[config.mk]
export PLATFORM = sky130hd
export DESIGN_NAME = systolic_array_ctrl
export DESIGN_NICKNAME = d
export VERILOG_FILES = /design/src/rtl/systolic_array_ctrl.sv
export SDC_FILE = /design/constraint.sdc
export NUM_CORES = 1
export LEC_CHECK = 0
export BUFFER_PORTS_ARGS = -buffer_cell sky130_fd_sc_hd__buf_4
export CORE_MARGIN = 2
export CORE_UTILIZATION = 60
export CTS_CLUSTER_DIAMETER = 50
export DETAILED_ROUTE_END_ITERATION = 16
export HOLD_SLACK_MARGIN = 0.05
export PLACE_DENSITY = 0.85
export SLEW_MARGIN = 20
export SYNTH_ARGS = -nofsm -noshare
export SYNTH_HDL_FRONTEND = slang
export SYNTH_SLANG_ARGS = --single-unit
[constraint.sdc]
create_clock -name clk -period 5.5 [get_ports clk]
set_input_delay 0.825 -clock clk [delete_from_list [all_inputs] [get_ports clk]]
set_output_delay 0.825 -clock clk [all_outputs]
set_load 0.02 [all_outputs]
[src/rtl/systolic_array_ctrl.sv]
// Sequencer for a weight-stationary ROWS x COLS PE grid: loads every PE weight,
// streams column-skewed activation vectors, then flags each row result at the right edge.
module systolic_array_ctrl #(
  parameter int ROWS  = 4,
  parameter int COLS  = 4,
  parameter int LEN_W = 8
) (
  input  logic                          clk,
  input  logic                          rst,
  input  logic                          start,
  input  logic                          abort,
  input  logic [LEN_W-1:0]              cfg_len,
  output logic                          busy,
  output logic                          done,
  output logic                          w_rd_en,
  output logic [$clog2(ROWS*COLS)-1:0]  w_rd_addr,
  output logic                          w_wr_en,
  output logic [$clog2(ROWS)-1:0]       w_row,
  output logic [$clog2(COLS)-1:0]       w_col,
  output logic [COLS-1:0]               col_en,
  output logic [COLS*LEN_W-1:0]         act_idx,
  output logic                          res_valid,
  output logic [LEN_W-1:0]              res_idx
);

  localparam int AW = $clog2(ROWS*COLS);
  localparam int RW = $clog2(ROWS);
  localparam int CW = $clog2(COLS);
  localparam int TW = LEN_W + 1;

  typedef enum logic [2:0] {
    S_IDLE   = 3'd0,
    S_LOAD_W = 3'd1,
    S_STREAM = 3'd2,
    S_DRAIN  = 3'd3,
    S_DONE   = 3'd4
  } state_t;

  state_t             state_q, state_d;
  logic [LEN_W-1:0]   len_q, len_d;
  logic [RW-1:0]      row_q, row_d;
  logic [CW-1:0]      col_q, col_d;
  logic [TW-1:0]      t_q, t_d;
  logic               w_wr_en_q, w_wr_en_d;
  logic [RW-1:0]      w_row_q, w_row_d;
  logic [CW-1:0]      w_col_q, w_col_d;
  logic [1:0]         res_v_q, res_v_d;
  logic [LEN_W-1:0]   res_idx0_q, res_idx0_d;
  logic [LEN_W-1:0]   res_idx1_q, res_idx1_d;

  logic [TW-1:0]      stream_last_s;
  logic [TW-1:0]      drain_last_s;
  logic               load_last_s;
  logic [COLS-1:0]    col_en_s;
  logic [COLS*LEN_W-1:0] act_idx_s;
  logic [TW-1:0]      diff_s;

  // t is one bit wider than len so len+COLS cannot wrap for the longest job
  assign stream_last_s = {1'b0, len_q} + TW'(COLS) - TW'(2);
  assign drain_last_s  = {1'b0, len_q} + TW'(COLS);
  assign load_last_s   = (row_q == RW'(ROWS-1)) && (col_q == CW'(COLS-1));

  // Next-state and counter logic; abort overrides everything
  always_comb begin
    state_d = state_q;
    len_d   = len_q;
    row_d   = row_q;
    col_d   = col_q;
    t_d     = t_q;
    if (abort) begin
      state_d = S_IDLE;
      row_d   = {RW{1'b0}};
      col_d   = {CW{1'b0}};
      t_d     = {TW{1'b0}};
    end else begin
      case (state_q)
        S_IDLE: begin
          if (start) begin
            len_d   = cfg_len;
            state_d = S_LOAD_W;
          end else begin
            state_d = S_IDLE;
          end
        end
        S_LOAD_W: begin
          if (load_last_s) begin
            row_d   = {RW{1'b0}};
            col_d   = {CW{1'b0}};
            t_d     = {TW{1'b0}};
            state_d = (len_q == {LEN_W{1'b0}}) ? S_DONE : S_STREAM;
          end else if (col_q == CW'(COLS-1)) begin
            col_d = {CW{1'b0}};
            row_d = row_q + RW'(1);
          end else begin
            col_d = col_q + CW'(1);
          end
        end
        S_STREAM: begin
          t_d = t_q + TW'(1);
          if (t_q == stream_last_s) begin
            state_d = S_DRAIN;
          end else begin
            state_d = S_STREAM;
          end
        end
        S_DRAIN: begin
          if (t_q == drain_last_s) begin
            t_d     = {TW{1'b0}};
            state_d = S_DONE;
          end else begin
            t_d = t_q + TW'(1);
          end
        end
        S_DONE:  state_d = S_IDLE;
        default: state_d = S_IDLE;
      endcase
    end
  end

  // Column c sees vector t-c, so partial sums from column c-1 meet the matching element
  always_comb begin
    col_en_s  = {COLS{1'b0}};
    act_idx_s = {(COLS*LEN_W){1'b0}};
    diff_s    = {TW{1'b0}};
    for (int c = 0; c < COLS; c++) begin
      diff_s = t_q - TW'(c);
      if ((state_q == S_STREAM) && (t_q >= TW'(c)) && (diff_s < {1'b0, len_q})) begin
        col_en_s[c]                    = 1'b1;
        act_idx_s[c*LEN_W +: LEN_W]    = diff_s[LEN_W-1:0];
      end else begin
        col_en_s[c] = 1'b0;
      end
    end
  end

  // Weight-write strobe trails the read by the buffer latency; results trail the last column by 2
  always_comb begin
    w_wr_en_d  = 1'b0;
    w_row_d    = {RW{1'b0}};
    w_col_d    = {CW{1'b0}};
    res_v_d    = 2'b00;
    res_idx0_d = {LEN_W{1'b0}};
    res_idx1_d = {LEN_W{1'b0}};
    if (abort) begin
      w_wr_en_d = 1'b0;
    end else begin
      w_wr_en_d  = (state_q == S_LOAD_W);
      w_row_d    = w_wr_en_d ? row_q : {RW{1'b0}};
      w_col_d    = w_wr_en_d ? col_q : {CW{1'b0}};
      res_v_d    = {res_v_q[0], col_en_s[COLS-1]};
      res_idx0_d = act_idx_s[(COLS-1)*LEN_W +: LEN_W];
      res_idx1_d = res_idx0_q;
    end
  end

  // State, counters and output pipeline registers
  always_ff @(posedge clk or negedge rst) begin
    if (!rst) begin
      state_q    <= S_IDLE;
      len_q      <= {LEN_W{1'b0}};
      row_q      <= {RW{1'b0}};
      col_q      <= {CW{1'b0}};
      t_q        <= {TW{1'b0}};
      w_wr_en_q  <= 1'b0;
      w_row_q    <= {RW{1'b0}};
      w_col_q    <= {CW{1'b0}};
      res_v_q    <= 2'b00;
      res_idx0_q <= {LEN_W{1'b0}};
      res_idx1_q <= {LEN_W{1'b0}};
    end else begin
      state_q    <= state_d;
      len_q      <= len_d;
      row_q      <= row_d;
      col_q      <= col_d;
      t_q        <= t_d;
      w_wr_en_q  <= w_wr_en_d;
      w_row_q    <= w_row_d;
      w_col_q    <= w_col_d;
      res_v_q    <= res_v_d;
      res_idx0_q <= res_idx0_d;
      res_idx1_q <= res_idx1_d;
    end
  end

  assign busy      = (state_q != S_IDLE);
  assign done      = (state_q == S_DONE);
  assign w_rd_en   = (state_q == S_LOAD_W);
  assign w_rd_addr = w_rd_en ? (AW'(row_q) * AW'(COLS) + AW'(col_q)) : {AW{1'b0}};
  assign w_wr_en   = w_wr_en_q;
  assign w_row     = w_row_q;
  assign w_col     = w_col_q;
  assign col_en    = col_en_s;
  assign act_idx   = act_idx_s;
  assign res_valid = res_v_q[1];
  assign res_idx   = res_idx1_q;

endmodule

Word-level counts from Yosys, hierarchy flattened
Cells that the tools add are included.
{"block": "totals", "output_inout_bits": 57, "reg_bits": 47, "input_bits": 12, "wordCells": 94}
{"block": "op_classes", "n_mux": 36, "eq_ne": 10, "n_reduce_logical": 19, "bitwise_logic": 1, "addsub": 9, "magnitude_cmp": 8}
{"operator": "$mux 8", "n": 6}
{"operator": "$lt 9x8->1", "n": 4}
{"operator": "$mux 9", "n": 3}
{"operator": "$pmux 9 s3", "n": 1}
{"operator": "$sub 9x2->9 const B", "n": 3}
{"operator": "$mux 2", "n": 13}
{"operator": "$eq 9x9->1", "n": 2}
{"operator": "$ge 9x1->1 const B", "n": 2}
{"operator": "$ge 9x2->1 const B", "n": 2}
{"operator": "$mux 3", "n": 4}
{"operator": "$pmux 3 s4", "n": 1}
{"operator": "$add 8x3->9 const B", "n": 1}
{"operator": "$add 9x1->9 const B", "n": 1}
{"operator": "$logic_and 1x1->1", "n": 9}
{"operator": "$sub 9x1->9 const B", "n": 1}
{"operator": "$logic_not 8->1", "n": 1}
{"operator": "$mux 1", "n": 7}
{"operator": "$eq 3x2->1 const B", "n": 2}
{"operator": "$reduce_and 2->1", "n": 3}
{"operator": "$reduce_bool 3->1", "n": 2}
{"operator": "$add 2x1->2 const B", "n": 2}
{"operator": "$add 4x2->4", "n": 1}
{"operator": "$eq 2x2->1 const B", "n": 2}
{"operator": "$mux 4", "n": 1}
{"operator": "9 further kinds", "n": 9}

Depth between registers and ports, before layout
{"block": "logic_depth", "depth_word": 6, "ltp_mapped": 14, "depth_no_buf": 11}

Worst setup path before layout
No wires, ideal clock.
{"block": "synth_path", "kind": "reg2out", "startpoint": "reg t_q[2]", "endpoint": "out act_idx[24]", "arrival_ns": 2.932, "n_path_buf": 3, "stages_incl_launch_ff": 15, "t_required_ns": 4.675, "slack_ns": 1.743, "path_cell_list": "dfrtp_1 > buf_1 > inv_1 > ha_1 > a21oi_1 > nand2_1 > xor2_1 > inv_1 > ha_1 > a21oi_1 > o21ai_0 > a31o_2 > buf_2 > buf_2 > nor2_1"}
{"block": "synth_via", "elab_chain_cells": 4, "word_cells_on_any_way": 6, "cone_classes": "add/sub: 1; order compare: 2; mux: 1; reduce/logical: 2"}
{"item": "start, declared", "line_no": "43", "text": "logic [TW-1:0] t_q, t_d;"}
{"item": "start signal, assigned", "line_no": "163", "text": "t_q <= {TW{1'b0}};"}
{"item": "start signal, assigned", "line_no": "175", "text": "t_q <= t_d;"}
{"item": "$sub 9x2->9 / $ge 9x2->1 (equally long branches)", "line_no": "126, 127"}
{"item": "$lt 9x8->1 / $logic_and 1x1->1 (equally long branches)", "line_no": "127", "text": "if ((state_q == S_STREAM) && (t_q >= TW'(c)) && (diff_s < {1'b0, len_q})) begin"}
{"item": "$logic_and 1x1->1 *", "line_no": "127"}
{"item": "$mux 8 *", "line_no": "127"}
{"item": "end, declared", "line_no": "21", "text": "output logic [COLS*LEN_W-1:0] act_idx,"}
Mark *: on every way between the ends. The rest lies on a longest branch, timed or not.

Worst setup path after layout
{"block": "layout_path", "startpoint": "reg t_q[0]", "endpoint": "out act_idx[12]"}
{"block": "layout_via", "elab_chain_cells": 4, "word_cells_on_any_way": 6, "cone_classes": "add/sub: 1; order compare: 2; mux: 1; reduce/logical: 2"}
{"item": "$sub 9x1->9 / $ge 9x1->1 (equally long branches)", "line_no": "126, 127"}
{"item": "$lt 9x8->1 / $logic_and 1x1->1 (equally long branches)", "line_no": "127"}
{"item": "$logic_and 1x1->1", "line_no": "127"}
{"item": "$mux 8 *", "line_no": "127"}
Marked as above.

==> key figures <==
Synthesis
  • Synth unique cells: 54
  • #FFs+latches synth: 47
  • Syn avg cell area: 8.873 um^2
  • Syn_nets: 471
  • Number of synthesized flops with an enable pin: 0
  • Post-Syn Area: 3682 um^2
  • Post-synthesis sequential area ratio: 0.3194
  • Post-Syn Instances: 415
  • Synth Flop Type: dfrtp_1
  • Ys Warns: 0
  • Asr flop ratio synth: 1.000

STA
  • Minimum clock period: between 4 and 5 ns
  • Slew headroom: 0.5083
  • Final hold violation count: 0
  • Final Setup Violations: 0
  • Setup TNS: 0 ns
  • RSZ-0062 raised after global routing: false
  • WHS: 0.4648 ns
  • Max-slew violation count: 0
  • Final period util: 0.8139
  • Least-Margin Pin Slew: 0.7375 ns
  • Clock skew: approximately 0.0087 ns
  • Fmax: 0.2234 GHz

Setup path
  • Crit path launch type: flip-flop
  • Start point of the critical path: t_q[0]$_DFFE_PN0P_
  • FF-to-FF Start: t_q[2]$_DFFE_PN0P_
  • Worst-path fanout max: 14
  • Worst path arrival time: 3.65 ns
  • Critical Path End Type: primary output
  • CP max stage cell: dfrtp_1
  • Worst Path Class, Setup: reg2out
  • Worst path max stage delay: 0.68 ns
  • WP data required: 4.68 ns
  • Worst-path cell chain: inv_1 -> ha_1 -> inv_1 -> ha_1 -> nor2b_1 -> o21a_1 -> o21ai_0 -> nand2b_1 -> a2111oi_0 -> o211ai_1 -> nor2b_1 -> buf_4

Placed design
  • Post-DP Area: approximately 4200 um^2
  • Port bufs: 68
  • DP HPWL: 6365 um
  • GP Congestion: between 1 and 1.5
  • Dpl cells: 538

Floorplan
  • CORE AREA: 5921 um^2
  • Boundary Pins: 69
  • Die height: 82.34 um
  • Rows: 28
  • DIE AREA: just under 7000 um^2
  • Die W: between 80 and 90 um
  • Initial core utilization: 0.6219

Global route
  • Total grt overflow: 0
  • Total track usage: 0.2705
  • Initial antenna violation count: 0
  • First-pass GRT wire length: 14100 um
  • Vias in the first global route: 2996
  • Largest net degree at the start of global routing: 48

Cells and area
  • Final non-filler cell total: 546
  • Area Growth Syn to Fin: 16.24%
  • Commonest non-fill, non-tap cell in the layout: buf_4
  • Highest-count cells in the layout ignoring fill and taps: 68 x buf_4, 47 x dfrtp_1, 44 x ha_1
  • Final design area excluding fillers: 4280 um^2
  • Layout cells sized above 1: 0.2038
  • Antenna cells: 0
  • Final nets: 526

Clock network
  • Cts repair resizes: 0
  • Clock Latency Late Sink: around 0.30 ns
  • TritonCTS clock tree: done
  • Post-CTS Setup Bufs: 0
  • Clock root buffer: clkbuf_8
  • Clock transition at path regs: approximately 0.080 ns
  • CTS Buf Count: 5
  • Hold buffers post-CTS: 0
  • H-tree depth: 2
  • Num Clock Sinks: between 40 and 50
  • Maximum root-to-sink buffer count: 2

Hold path
  • Hold crit path type: reg2reg
  • Hold Crit Start: res_idx0_q[6]$_DFF_PN0_

Drt
  • WL/cell: 15.82 um
  • Antenna Nets Post-Route: 0
  • DRC viols: 0
  • DR pass1 iterations: 6
  • DR vias/cell: 5.782
  • Via count: 3157
  • Initial drt markers: 186
  • Drt total wl: approximately 8600 um

Power
  • Clock share of power: 0.138
  • Logic pwr share: 0.561
  • Seq pwr share: 0.302
  • Pwr dens: 376.7 nW/um^2
  • Peak supply drop: 290.5 uV
  • Static Leak: 2.168 nW
  • Internal power: 0.0008781 W
  • Switch Pwr: roughly 0.00073 W
  • Sw frac: 0.4554

Status
  • Status: finished clean

Flow run
  • MaxCap Viol Count: 0
per-stage QoR:
stage	worst slack (ns)	power, W	utilization
6_report	1.024	0.001612	0.7230
4_1_cts	1.080	0.001602	0.7230
2_1_floorplan	1.743	0.001150	-
3_3_place_gp	1.544	0.001337	0.7063
5_1_grt	0.8312	0.001750	0.7230
3_5_place_dp	1.427	0.001374	0.7063
cell families after synthesis:
kind of cell,after synthesis,share of synthesized area
mux,9,0.02718
xor+xnor,31,0.07373
flops,47,0.3194
fa+ha+maj,44,0.1495
simple gates,170,0.2518
buf+inv,46,0.05504
compound gates,68,0.1233
final timing paths:
kind / slack [ns] / endpoint / cells past startpoint
worst max-delay path: 1.02 / act_idx[12] / 12
worst min-delay path: 0.46 / res_idx[6]$_DFF_PN0_ / 1
worst max register to register: 2.53 / res_idx0_q[3]$_DFF_PN0_ / 11
worst min register to register: 0.46 / res_idx[6]$_DFF_PN0_ / 1
max in group asynchronous: 4.58 / res_idx0_q[4]$_DFF_PN0_ / 1
min in group asynchronous: 0.52 / w_row[0]$_DFF_PN0_ / 1
per-layer routing:
| metal | vias up | global-route usage | part of all wire |
|---|---|---|---|
| met4 | 0 | 0.08167 | 0.014 |
| met2 | 141 | 0.4508 | 0.46 |
| met1 | 1476 | 0.3606 | 0.44 |
| met5 | - | 0 | 0 |
| li1 | 1526 | - | - |
| met3 | 14 | 0.04457 | 0.084 |
flip-flops by register name (all words and copies together), names as in the netlist:
signal      cells
w_row           2
w_col           2
t_q             9
w_wr_en         1
row_q           2
res_idx0_q      8
res_v_q         2
res_idx         8
state_q         3
col_q           2
len_q           8
synth_stat cells, types with 3 or more instances:
master	instances	area, um^2
dfrtp_1	47	1176
ha_1	44	550.5
nor2_1	33	123.9
nand2_1	31	116.4
inv_1	25	93.84
and2_1	20	125.1
nor3_1	20	100.1
nor2b_1	19	118.9
a21oi_1	17	85.08
xnor2_1	17	148.9
o21ai_0	14	70.07
xor2_1	14	122.6
clkbuf_1	8	30.03
mux2_2	8	90.09
nand3_1	8	40.04
a21o_1	6	45.04
and3_1	6	37.54
o21a_1	6	45.04
or3_1	6	37.54
buf_2	5	25.02
nor3b_1	5	37.54
a211oi_1	4	30.03
nand2b_1	4	25.02
nand3b_1	3	22.52
nor3b_2	3	37.54
o2bb2ai_1	3	26.28
final cells by class:
type / count / area, um^2
Multi-Input combinational cell: 322 / 2303
Tap cell: 75 / 93.84
Sequential cell: 47 / 1176
Timing Repair Buffer: 68 / 510.5
Clock buffer: 6 / 82.58
Fill cell: 458 / 1640
Clock inverter: 2 / 16.27
Inverter: 26 / 97.59
power by group through the flow:
stage	Combinational (W)	Clock, W	Sequential (W)
6_report	0.000904	0.000222	0.000486
5_1_grt	0.00101	0.000238	0.000498
3_5_place_dp	0.000883	0	0.000491
2_1_floorplan	0.000703	0	0.000447
3_3_place_gp	0.000848	0	0.000489
4_1_cts	0.000893	0.000225	0.000484
critical path: cells and delay by family, from the launching register on:
kind	cells	cell delay (ns)
AO/OA/AOI/OAI	4	1.07
flip-flops	1	0.68
adder cells (fa/ha/maj)	2	0.64
buffers and inverters	3	0.54
AND/OR/NAND/NOR	3	0.41
Note: power is estimated with default switching activity, not from simulation.
